<file path="config.mk">
export PLATFORM = sky130hd
export DESIGN_NAME = gc_joybus_tx
export DESIGN_NICKNAME = d
export VERILOG_FILES = /design/src/rtl/gc_joybus_tx.sv
export SDC_FILE = /design/constraint.sdc
export NUM_CORES = 1
export LEC_CHECK = 0
export CORE_MARGIN = 5
export CORE_UTILIZATION = 55
export DETAILED_ROUTE_END_ITERATION = 16
export DONT_BUFFER_PORTS = 1
export GPL_TIMING_DRIVEN = 0
export PLACE_DENSITY = 0.8
export SLEW_MARGIN = 25
export SYNTH_ARGS = -nofsm -noshare
export SYNTH_HDL_FRONTEND = slang
export SYNTH_SLANG_ARGS = --single-unit
</file>
<file path="constraint.sdc">
create_clock -name clk -period 2.69 [get_ports clk]
set_input_delay 0.538 -clock clk [delete_from_list [all_inputs] [get_ports clk]]
set_output_delay 0.538 -clock clk [all_outputs]
set_load 0.05 [all_outputs]
</file>
<file path="src/rtl/gc_joybus_tx.sv">
// GameCube joybus transmitter: serialises a left-aligned command word into 4 us
// bit cells, appends the stop bit and a guard interval, driving an open-drain pad.
module gc_joybus_tx #(
    parameter int CLKS_PER_US = 16,
    parameter int DATA_W      = 24,
    parameter int GUARD_US    = 2
) (
    input  logic                        clk,
    input  logic                        rst,
    input  logic                        enable,
    input  logic                        start,
    input  logic [$clog2(DATA_W+1)-1:0] tx_len,
    input  logic [DATA_W-1:0]           tx_data,
    output logic                        drive_low,
    output logic                        busy,
    output logic                        done
);

    localparam int LEN_W  = $clog2(DATA_W + 1);
    localparam int US_W   = $clog2(CLKS_PER_US);
    localparam int PH_MAX = (GUARD_US > 4) ? GUARD_US : 4;
    localparam int PH_W   = $clog2(PH_MAX);

    typedef enum logic [2:0] {IDLE, LOW, HIGH, STOP_LOW, GUARD} state_t;

    state_t             state, state_nx;
    logic [US_W-1:0]    us_cnt;
    logic [PH_W-1:0]    phase_us;
    logic [DATA_W-1:0]  shreg;
    logic [LEN_W-1:0]   bits_left;
    logic [LEN_W-1:0]   len_clamped;
    logic               accept, us_tick, cell_end;
    logic [PH_W-1:0]    low_last, high_last;

    assign len_clamped = (tx_len > LEN_W'(DATA_W)) ? LEN_W'(DATA_W) : tx_len;
    assign accept      = (state == IDLE) && start && enable;
    assign us_tick     = (us_cnt == US_W'(CLKS_PER_US - 1));
    // A '1' cell is 1 us low / 3 us high, a '0' cell the reverse.
    assign low_last    = shreg[DATA_W-1] ? PH_W'(0) : PH_W'(2);
    assign high_last   = shreg[DATA_W-1] ? PH_W'(2) : PH_W'(0);
    assign cell_end    = (state == HIGH) && us_tick && (phase_us == high_last);

    always_comb begin
        state_nx  = state;
        drive_low = 1'b0;
        busy      = (state != IDLE);
        done      = 1'b0;
        case (state)
            IDLE: begin
                if (accept)
                    state_nx = (len_clamped == '0) ? STOP_LOW : LOW;
            end
            LOW: begin
                drive_low = 1'b1;
                if (us_tick && (phase_us == low_last))
                    state_nx = HIGH;
            end
            HIGH: begin
                if (cell_end)
                    state_nx = (bits_left == LEN_W'(1)) ? STOP_LOW : LOW;
            end
            STOP_LOW: begin
                drive_low = 1'b1;
                if (us_tick)
                    state_nx = GUARD;
            end
            GUARD: begin
                if (us_tick && (phase_us == PH_W'(GUARD_US - 1))) begin
                    done     = 1'b1;
                    state_nx = IDLE;
                end
            end
            default: state_nx = IDLE;
        endcase
    end

    always_ff @(posedge clk) begin
        if (rst) begin
            state     <= IDLE;
            us_cnt    <= '0;
            phase_us  <= '0;
            bits_left <= '0;
        end else begin
            state <= state_nx;
            if (accept) begin
                bits_left <= len_clamped;
                us_cnt    <= '0;
                phase_us  <= '0;
            end else if (state != IDLE) begin
                us_cnt <= us_tick ? '0 : us_cnt + US_W'(1);
                // Phase boundaries always coincide with a microsecond wrap.
                if (state_nx != state)
                    phase_us <= '0;
                else if (us_tick)
                    phase_us <= phase_us + PH_W'(1);
                if (cell_end)
                    bits_left <= bits_left - LEN_W'(1);
            end
        end
    end

    always_ff @(posedge clk) begin
        if (accept)
            shreg <= tx_data;
        else if (cell_end)
            shreg <= shreg << 1;
    end

endmodule

</file>
* Yosys cells after proc, flatten, opt, wreduce, memory -nomap -nowiden
Cells that the tools add are included.
Cells by class: add/subtract/negate cells 3, $mul 0, div/mod/pow operators 0, $lt $le $gt $ge 1, equality and inequality tests 10, shifts and indexed selects 0, mux-type cells 22, bitwise logic cells 0, reductions and logical operators 16
Operators with widths (number):
- $mux 24 | 2
- $mux 5 | 4
- $mux 3 | 5
- $pmux 3 s5 | 1
- $mux 2 | 6
- $eq 3x2->1 const B | 2
- $logic_and 1x1->1 | 6
- $reduce_bool 2->1 | 3
- $eq 5x1->1 const B | 1
- $gt 5x5->1 const B | 1
- $logic_not 5->1 | 1
- $sub 5x1->5 const B | 1
- $add 4x1->4 const B | 1
- $eq 2x2->1 | 2
- $eq 4x4->1 const B | 1
- $mux 4 | 1
- $reduce_and 2->1 | 2
- $reduce_or 2->1 | 2
- $eq 3x1->1 const B | 1
- $eq 3x3->1 const B | 1
- $logic_not 3->1 | 1
- $mux 1 | 3
- $ne 3x3->1 | 1
- $reduce_bool 3->1 | 1
- other kinds (2) | 2
Storage, ports and cells: bits in registers 38, bits in latches 0, RAM bits 0, ROM bits 0, bits of input ports 33, output and inout port bits 3, logic and storage cells 57, memories 0

* Depth between registers and ports, before layout
depth in word-level cells 9, depth in mapped cells 7, mapped depth without buffers 7

* Worst setup path after synthesis
No wires, ideal clock.
path kind register to output, start register us_cnt[0], end output done, arrival 2.210 ns, data required time 2.152 ns, slack -0.058 ns, stages on the path, launching flop included 4, buffers on the path 0, path through dfxtp_1 > ha_1 > nand4_1 > nor4_1
Between the ends: cells in the longest elaborated chain, start to end 4
RTL lines:
- start: declaration | RTL line 27 | logic [US_W-1:0] us_cnt;
- start signal: assignment | RTL line 90 | us_cnt <= us_tick ? '0 : us_cnt + US_W'(1);
- $eq 4x4->1 | RTL line 37 | assign us_tick = (us_cnt == US_W'(CLKS_PER_US - 1));
- $logic_and 1x1->1 | RTL line 68 | if (us_tick && (phase_us == PH_W'(GUARD_US - 1))) begin
- $mux 1 | RTL line 68
- $mux 1 | RTL line 48 | case (state)
- end: declaration | RTL line 16 | output logic done
Every way passes these cells.

* Worst setup path in the final report
Same ends and word-level chain as after synthesis.

==> flow_metrics.tcl <==
set metrics [dict create \
    combinational_family_with_the_most_area_after_synthesis "simple AND/OR/NAND/NOR gates" \
    grt_use_total_pct 16.5 \
    vdd_ir_drop_max_mv 0.454 \
    clock_tree_from_tritoncts "done" \
    cts-buffers-inserted 5 \
    synth_simple_gate_area_share_pct 27.6 \
    antenna_cells 0 \
    drt-initial-drc-count 69 \
    postPlaceCellArea_mm2 0.00196 \
    htree_num_levels 2 \
    antenna_violating_nets_post_route 0 \
    die_area_mm2 0.00471 \
    path_max_fanout 6 \
    timing_max_transition_violations_final 0 \
    part_of_the_yosys_area_used_for_sequential_elements_pct 52.9 \
    fp.coreArea_mm2 0.00334 \
    viasPerCell 5.79 \
    floorplan.die.height_um 68.7 \
    synth_top_flop_cell "edfxtp_1" \
    unique_masters_post_synth 44 \
    tritoncts_num_sinks 38 \
    fillerInstances 322 \
    finalWorstPathRequiredPeriod_ns 2.43 \
    io_buffer_count 0 \
    place_inst 254 \
    post_cts_buffers 0 \
    grt_max_degree 26 \
    die_width_um 68.7 \
    cellLeakagePower_uw 0.000785 \
    synth.cell_area_mm2 0.00189 \
    fin_tns_setup_ns 0 \
    io_pins 36 \
    report.final.setup_viol 0 \
    finalHoldViolations 0 \
    clockRootBuffer "clkbuf_4" \
    finalInstanceArea_mm2 0.00203 \
    layout_worst_path_cycle_share_pct 90.2 \
    remaining_drc_errors 0 \
    synth.area.mux_share_pct 0 \
    hpwl_mm 2.58 \
    postCtsResizedCells 0 \
    synth_edf_count 24 \
    minimum_setup_slack_in_the_final_design_ns 0.264 \
    area_delta_synth_final_pct 7.21 \
    route.detailed.wl_per_inst_um 13.8 \
    num_vias 1517 \
    arrival_ns 1.89 \
    post_synth_most_frequent_cells "78 x nand2_1, 24 x edfxtp_1, 14 x a21oi_1, 14 x dfxtp_1, 7 x inv_1" \
    synthDominantAreaCellType "edfxtp_1" \
    finalWeightedCongestion 0.833 \
    ys_ff_latch 38 \
    first_global_vias 1271 \
    cts-hold-fix-buffers 0 \
    number_of_antenna_violations_at_the_first_check_in_global_routing 0 \
    synth-xor-area-share_pct 1.39 \
    worstSkewPairLatency_ns 0.34 \
    start_kind "register" \
    wirelength_mm 3.62 \
    type_of_the_most_critical_hold_path "primary input to register" \
    ys_top_cells_by_area "edfxtp_1 38%, nand2_1 15%, dfxtp_1 15%" \
    worst-slew-pin-transition_ns 0.761 \
    timing.reg2reg.setup_slack_ns 0.36 \
    outcome "finished clean" \
    postLayoutCoreUtil_pct 60.8 \
    first_pass_grt_wire_length_mm 5.75 \
    detailedPlace.worstSlack_ns 0.400 \
    timing.clock.skew_ns 0.00671 \
    grt.overflow.total 0 \
    worst_slew_margin_rel_pct 48.9 \
    fmax_mhz 412 \
    rsz0062_at_grt "no" \
    synth_compound_gate_area_share_pct 11.4 \
    post-synth-top-count-cell "nand2_1" \
    clk_pin_slew_ns 0.12 \
    syn_avg_cell_area_um2 9.10 \
    max_cap_viol_count 0 \
    postSynthNetCount 245 \
    layout-drive-gt1-share_pct 12.0 \
    critical_path_required_ns 2.15 \
    synth_largest_type_area_fraction_pct 38.1 \
    multiInputGateArea_um2 828 \
    synth-async-reset-ratio_pct 0 \
    p_per_cell_area_mw_per_mm2 544 \
    floorplan.initialDensity_pct 56.7 \
    final-seq-area_mm2 0.00100 \
    instances_no_fill 262 \
    critical_path.endpoint_type "primary output" \
    ctsLongestPathBuffers 2 \
    placementRows 21 \
    nets 252 \
    number_of_instances_in_the_synthesized_netlist 208 \
    yosys_warnings 0 \
    firstDrtPassIters 5 \
    synth-adder-area-share_pct 2.65 \
    criticalPathCategory "register to primary output" \
]
[final cells by class]
type | instances | share of cell area [%]
buffer | 8 | 2.28
tap | 46 | 2.84
sequential | 38 | 49.4
inverter | 8 | 1.54
clock buffer | 6 | 2.53
clock inverter | 2 | 0.617
multi-input combinational | 154 | 40.8
[worst max-delay path, cell delays in order (launching register included)]
cell and delay, ns:
dfxtp_1 0.41, ha_1 0.28, nand4_1 0.24, nor4_4 0.63
[power by group]
part / switching, uW / internal, uW
Sequential: 14.6 / 654
Combinational: 79.1 / 39.3
Clock: 191 / 126
Total: 285 / 819
[metal layers]
metal,share of wire (%),vias to the layer above,GRT usage [%]
met5,0,-,0
met4,2.0,0,4.47
met3,6.7,14,5.35
met2,47,58,25.9
met1,44,705,22.0
li1,-,740,-
[placed cells by master, fill, tap and decap left out, drive strengths merged, types with 6 or more instances in the layout]
cell	count
edfxtp	24
nand2	79
nand3	6
nor2	7
dfxtp	14
a21oi	14
inv	7
clkbuf	9
[flip-flops by register name, indices dropped and copies added, names as in the netlist]
name	cells
state	3
phase_us	2
bits_left	5
shreg	24
us_cnt	4
[logic make-up after synthesis]
group	Yosys count
flip-flops	38
AND/OR/NAND/NOR	114
buffers and inverters	16
XOR/XNOR	3
AO/OA/AOI/OAI	33
adder cells (fa/ha/maj)	4
[final timing paths]
kind | from | end | cells after the start
max reg2reg | us_cnt[0] | bits_left[0] | 7
min reg2reg | us_cnt[1] | us_cnt[1] | 2
min | tx_data[6] | shreg[6] | 2
max | us_cnt[0] | done | 3
[through the flow]
step,power [uW],hold slack (ns)
floorplan,774,0.461
global placement,798,0.475
detailed placement,801,0.484
CTS,1110,0.361
global route,1160,0.338
finish,1100,0.369
Note: power is estimated with default switching activity, not from simulation.
==> RTL change 1: new RTL, same flow settings <==
The 5 states of `state_t` get a one-hot encoding in 5 bits.
--- a/src/rtl/gc_joybus_tx.sv
+++ b/src/rtl/gc_joybus_tx.sv
@@ -23,3 +23,3 @@
 
-    typedef enum logic [2:0] {IDLE, LOW, HIGH, STOP_LOW, GUARD} state_t;
+    typedef enum logic [4:0] {IDLE = 5'b00001, LOW = 5'b00010, HIGH = 5'b00100, STOP_LOW = 5'b01000, GUARD = 5'b10000} state_t;
 
Formal check against the unedited RTL: no difference found for any inputs over 10 cycles, from zero or initial values and one cycle with rst high; not proved beyond that.
==> RTL change 1 against the original RTL <==
Via count is 13% higher; power up 27%; non-clock buffer count rose by 6; area after synthesis increased by 14%; worst setup slack gained 0.045 ns; die area up 12%; cell count increased by 17%; sequential cell count grew 2; fmax rose by 1.9%; synthesized cell count increased by 21%; design area increased by 15%; wire length is 18% higher; combinational power up 39%; first-iteration DRC count rose by 130%; largest cell class unchanged; largest power group unchanged.
==> RTL change 1: results (changes against the original RTL) <==
| Metric | Value |
|---|---|
| Status | finished, final reports clean |
| 1st-pass router iterations | 4 (-1) |
| Fillcell total | 313 (-2.8%) |
| Vias in the first global route | 1651 (+30%) |
| # H-tree levels | 2 (unchanged) |
| # nets final | 295 (+17%) |
| Count of distinct cell types in the synthesized netlist | 45 (+2.3%) |
| Worst flop-to-flop path startpoint | us_cnt[0]$_SDFFE_PP0N_ |
| Max VDD drop | 0.466 mV (+2.6%) |
| Placed Cells incl. Taps | 299 (+18%) |
| Post-synthesis net count | 288 (+18%) |
| Later-pin clock latency in the skew report | 0.29 ns (-0.05 ns) |
| CP Max Fanout | 10 (+4) |
| Detailed Route WL | 4280 um (+18%) |
| Synth cell count leaders | 88 x nand2_1, 24 x edfxtp_1, 18 x nor2_1 |
| Fraction of registers with async set/reset | 0% (unchanged) |
| Hold endpoint | state[2]$_SDFF_PP0_ |
| Min-delay src | rst |
| Reg-to-Reg End | shreg[1]$_DFFE_PP_ |
| Root Buffer | clkbuf_8 |
| Worst-path clk slew | 0.08 ns (-0.04 ns) |
| Gate Count Post-Synth | 251 (+21%) |
| Top flop regs | shreg x24, bits_left x5, state x5 |
| Worst-Margin Slew | 0.553 ns (-0.208 ns) |
| DP Wirelength | 3080 um (+19%) |
| Routability congestion estimate | 0.916 (+10%) |
| Wirelength per Cell | 13.9 um (+1.1%) |
| First-pass GRT wire length | 7310 um (+27%) |
| DR vias/cell | 5.57 (-3.9%) |
| Reg2Reg Depth | 5 (-2) |
| Area after DPL | 2210 um^2 (+12%) |
| Initial antenna violation count | 0 (unchanged) |
| Largest net degree at the start of global routing | 25 (-3.8%) |
| Post-CTS resize count | 0 (unchanged) |
| Flop-to-flop setup slack | 0.43 ns (+0.07 ns) |
| GRT Util Overall | 17.5% (+0.96 points) |
| Static Leak | 0.885 nW (+13%) |
| Num CTS Buffers | 5 (unchanged) |
| Hold Path Stages | 1 (-1) |
| Synth area leaders | edfxtp_1 34%, nand2_1 15%, dfxtp_1 15%, nor2_1 3.1%, a21oi_1 2.6% |
| WP data arrival | 1.84 ns (-0.05 ns) |
| Diodes inserted | 0 (unchanged) |
| 1st-iter DRT viols | 161 (+130%) |
| Share of layout cells above drive strength 1 | 9.65% (-2.4 points) |
| Seq/Total Area, Yosys | 48.4% (-4.5 points) |
| Final Skew | 0.00835 ns (+0.00165 ns) |
## RTL change 1: area by class of cell
cell class	instances	area, um^2	share of cell area [%]
Buffer	14	63.8	2.74
Clock buffer	6	82.6	3.54
Clock inverter	2	38.8	1.66
Inverter	6	22.5	0.966
Multi-Input combinational cell	191	1020	43.9
Sequential cell	40	1040	44.7
Tap cell	48	60.1	2.58
## RTL change 1: how the worst max path moves through the flow
| stage | start | endpoint | slack, ns | cells past startpoint |
|---|---|---|---|---|
| global placement | enable | shreg[16]$_DFFE_PP_ | 0.09 | 5 |
| CTS | us_cnt[0]$_SDFFE_PP0N_ | shreg[7]$_DFFE_PP_ | 0.10 | 5 |
| finish | state[1]$_SDFF_PP0_ | drive_low | 0.31 | 4 |
| global route | state[1]$_SDFF_PP0_ | done | 0.18 | 3 |
| detailed placement | enable | shreg[16]$_DFFE_PP_ | 0.08 | 5 |
| floorplan | enable | shreg[0]$_SDFFCE_PN0P_ | 0.49 | 5 |
## RTL change 1: logic make-up (layout without fill, tap and decap cells)
| kind of cell | count (synthesis) | count (layout) | synth area share [%] |
|---|---|---|---|
| flops | 40 | 40 | 48.4 |
| buf+inv | 20 | 28 | 4.02 |
| xor+xnor | 6 | 6 | 2.44 |
| simple gates | 145 | 145 | 31.0 |
| compound gates | 36 | 36 | 11.8 |
| fa+ha+maj | 4 | 4 | 2.33 |
## RTL change 1: stage by stage
step	util (%)	worst slack, ns	hold slack, ns
floorplan	-	0.488	0.455
global placement	59.5	0.0890	0.480
detailed placement	59.5	0.0807	0.495
CTS	62.7	0.105	0.298
global route	62.7	0.182	0.301
finish	62.7	0.309	0.301
## RTL change 1: critical path, stage by stage, from the launching register on
cell,delay (ns)
dfxtp_1,0.32
clkbuf_1,0.21
or4b_4,0.58
nor2_2,0.14
or2_2,0.30
## RTL change 1: power breakdown
group | internal (mW) | switching [mW]
clock | 0.304 | 0.224
sequential | 0.691 | 0.0150
combinational | 0.0547 | 0.109
total | 1.05 | 0.348
## RTL change 1: routing by layer
layer	up-vias	part of all wire [%]	GRT usage (%)	wire, um
met4	0	1.5	5.74	65
met3	9	8.2	4.71	353
met1	762	45	24.4	1940
met2	62	45	26.4	1920
met5	-	0	0	0
li1	876	-	-	-
==> RTL change 2: new RTL, config.mk and constraints unchanged <==
Made on the original files. Set the parameter `CLKS_PER_US` to 8 (it was 16).
--- a/src/rtl/gc_joybus_tx.sv
+++ b/src/rtl/gc_joybus_tx.sv
@@ -3,3 +3,3 @@
 module gc_joybus_tx #(
-    parameter int CLKS_PER_US = 16,
+    parameter int CLKS_PER_US = 8,
     parameter int DATA_W      = 24,
Behaviour: not the same (Yosys sat finds a counterexample within 10 cycles, from zero or initial values and one cycle with rst high).
==> RTL change 2 against the original RTL <==
Power rose by 7.2%; wire length is 2.4% lower; sequential share of layout area down 0.75 points; area after synthesis fell by 1.1%; worst setup slack worse by 0.12 ns; sequential cell count is 1 lower; die area down 0.92%; design area is 0.49% lower; sequential power shrank 3%; clock skew up 0.0020 ns; cell count is 3.1% lower; critical path type unchanged.
==> RTL change 2: results (changes against the original RTL) <==
| Metric | Value |
|---|---|
| Status | finished, final reports clean |
| WP data arrival | 2.01 ns (+0.12 ns) |
| Static Leak | 0.817 nW (+4.1%) |
| Met2 usage | 25.5% (-0.35 points) |
| Top flop regs | shreg x24, bits_left x5 |
| Initial antenna violation count | 0 (unchanged) |
| Reg-to-Reg End | shreg[23]$_DFFE_PP_ |
| Hold Path Stages | 1 (-1) |
| Detailed Route WL | 3530 um (-2.4%) |
| # nets final | 245 (-2.8%) |
| Vias in the first global route | 1230 (-3.2%) |
| Metal2 WL | 1670 um (-2.2%) |
| Port bufs | 0 (unchanged) |
| Worst setup path startpoint | state[2]$_SDFF_PP0_ |
| # Post-CTS Setup Buffers | 0 (unchanged) |
| Slowest stage delay, CP | 0.70 ns (+0.07 ns) |
| Met3 WL | 191 um (-21%) |
| Seq/Total Area, Yosys | 52.4% (-0.50 points) |
| Fmax | 0.393 GHz (-4.7%) |
| Max VDD drop | 0.267 mV (-41%) |
| Flop-to-flop setup slack | 0.26 ns (-0.10 ns) |
| Met1 WL | 1620 um (+2.0%) |
| Fraction of registers with async set/reset | 0% (unchanged) |
| Largest net degree at the start of global routing | 25 (-3.8%) |
| Routability congestion estimate | 0.762 (-8.5%) |
| Final Skew | 0.00869 ns (+0.00199 ns) |
| Vias | 1350 (-11%) |
| Met1 usage | 21.7% (-0.28 points) |
| 1st-pass router iterations | 4 (-1) |
| Hold slack | 0.272 ns (-0.0966 ns) |
| Post-synthesis net count | 238 (-2.9%) |
| Max-cap violations | 0 (unchanged) |
| DP Wirelength | 2480 um (-3.8%) |
| Wirelength per Cell | 13.9 um (+0.72%) |
| Share of layout cells above drive strength 1 | 10.6% (-1.5 points) |
| Reg2Reg Depth | 5 (-2) |
| 1st-iter DRT viols | 102 (+48%) |
| Post-CTS resize count | 0 (unchanged) |
| Slew HR | 27.8% (-21 points) |
| Min-delay src | rst |
| First-pass GRT wire length | 5650 um (-1.8%) |
| Worst Hold Class | in -> reg |
| Dpl ws | 0.229 ns (-0.171 ns) |
| Synth area leaders | edfxtp_1 39%, nand2_1 15%, dfxtp_1 14%, ha_1 3.3%, nor3_1 2.1% |
| Count of distinct cell types in the synthesized netlist | 42 (-4.5%) |
| Hold endpoint | bits_left[1]$_SDFFE_PP0P_ |
| Routing usage on met3 | 6.08% (+0.73 points) |
| Gate Count Post-Synth | 200 (-3.8%) |
| Bufs on Longest Clock Path | 2 (unchanged) |
| Area after DPL | 1930 um^2 (-1.8%) |
| Synth cell count leaders | 74 x nand2_1, 24 x edfxtp_1, 13 x dfxtp_1 |
| Critical-path top delay cell | nor2_1 |
| CP Max Fanout | 8 (+2) |
| GRT Util Overall | 16.9% (+0.37 points) |
==> RTL change 2: cell types whose count changed after synthesis, sizes merged, moves of 4 or more <==
cell   before  now
nor2        7    2
nor3        5    9
buf         5    9
a21oi      14    6
nand2      79   74
==> RTL change 2: cell type report <==
cell class	instances	area (um^2)
sequential	37	981
multi-input combinational	143	791
inverter	7	26.3
clock inverter	2	37.5
tap	46	57.6
fill	306	1290
clock buffer	6	51.3
buffer	13	73.8
==> RTL change 2: kinds of logic (layout without fill, tap and decap cells) <==
kind of cell	after synthesis	count (layout)	synth area share (%)
AOI/OAI and AO/OA	22	22	7.95
xor gates and xnor gates	4	4	1.87
adders and majority gates	6	6	3.94
buffers and inverters	20	28	5.35
DFF	37	37	52.4
muxes	3	3	1.74
and+or+nand+nor	108	108	26.7
==> RTL change 2: power by group <==
part,internal [mW],switching [mW]
clock,0.221,0.193
sequential,0.639,0.0103
combinational,0.0415,0.0790
total,0.901,0.282
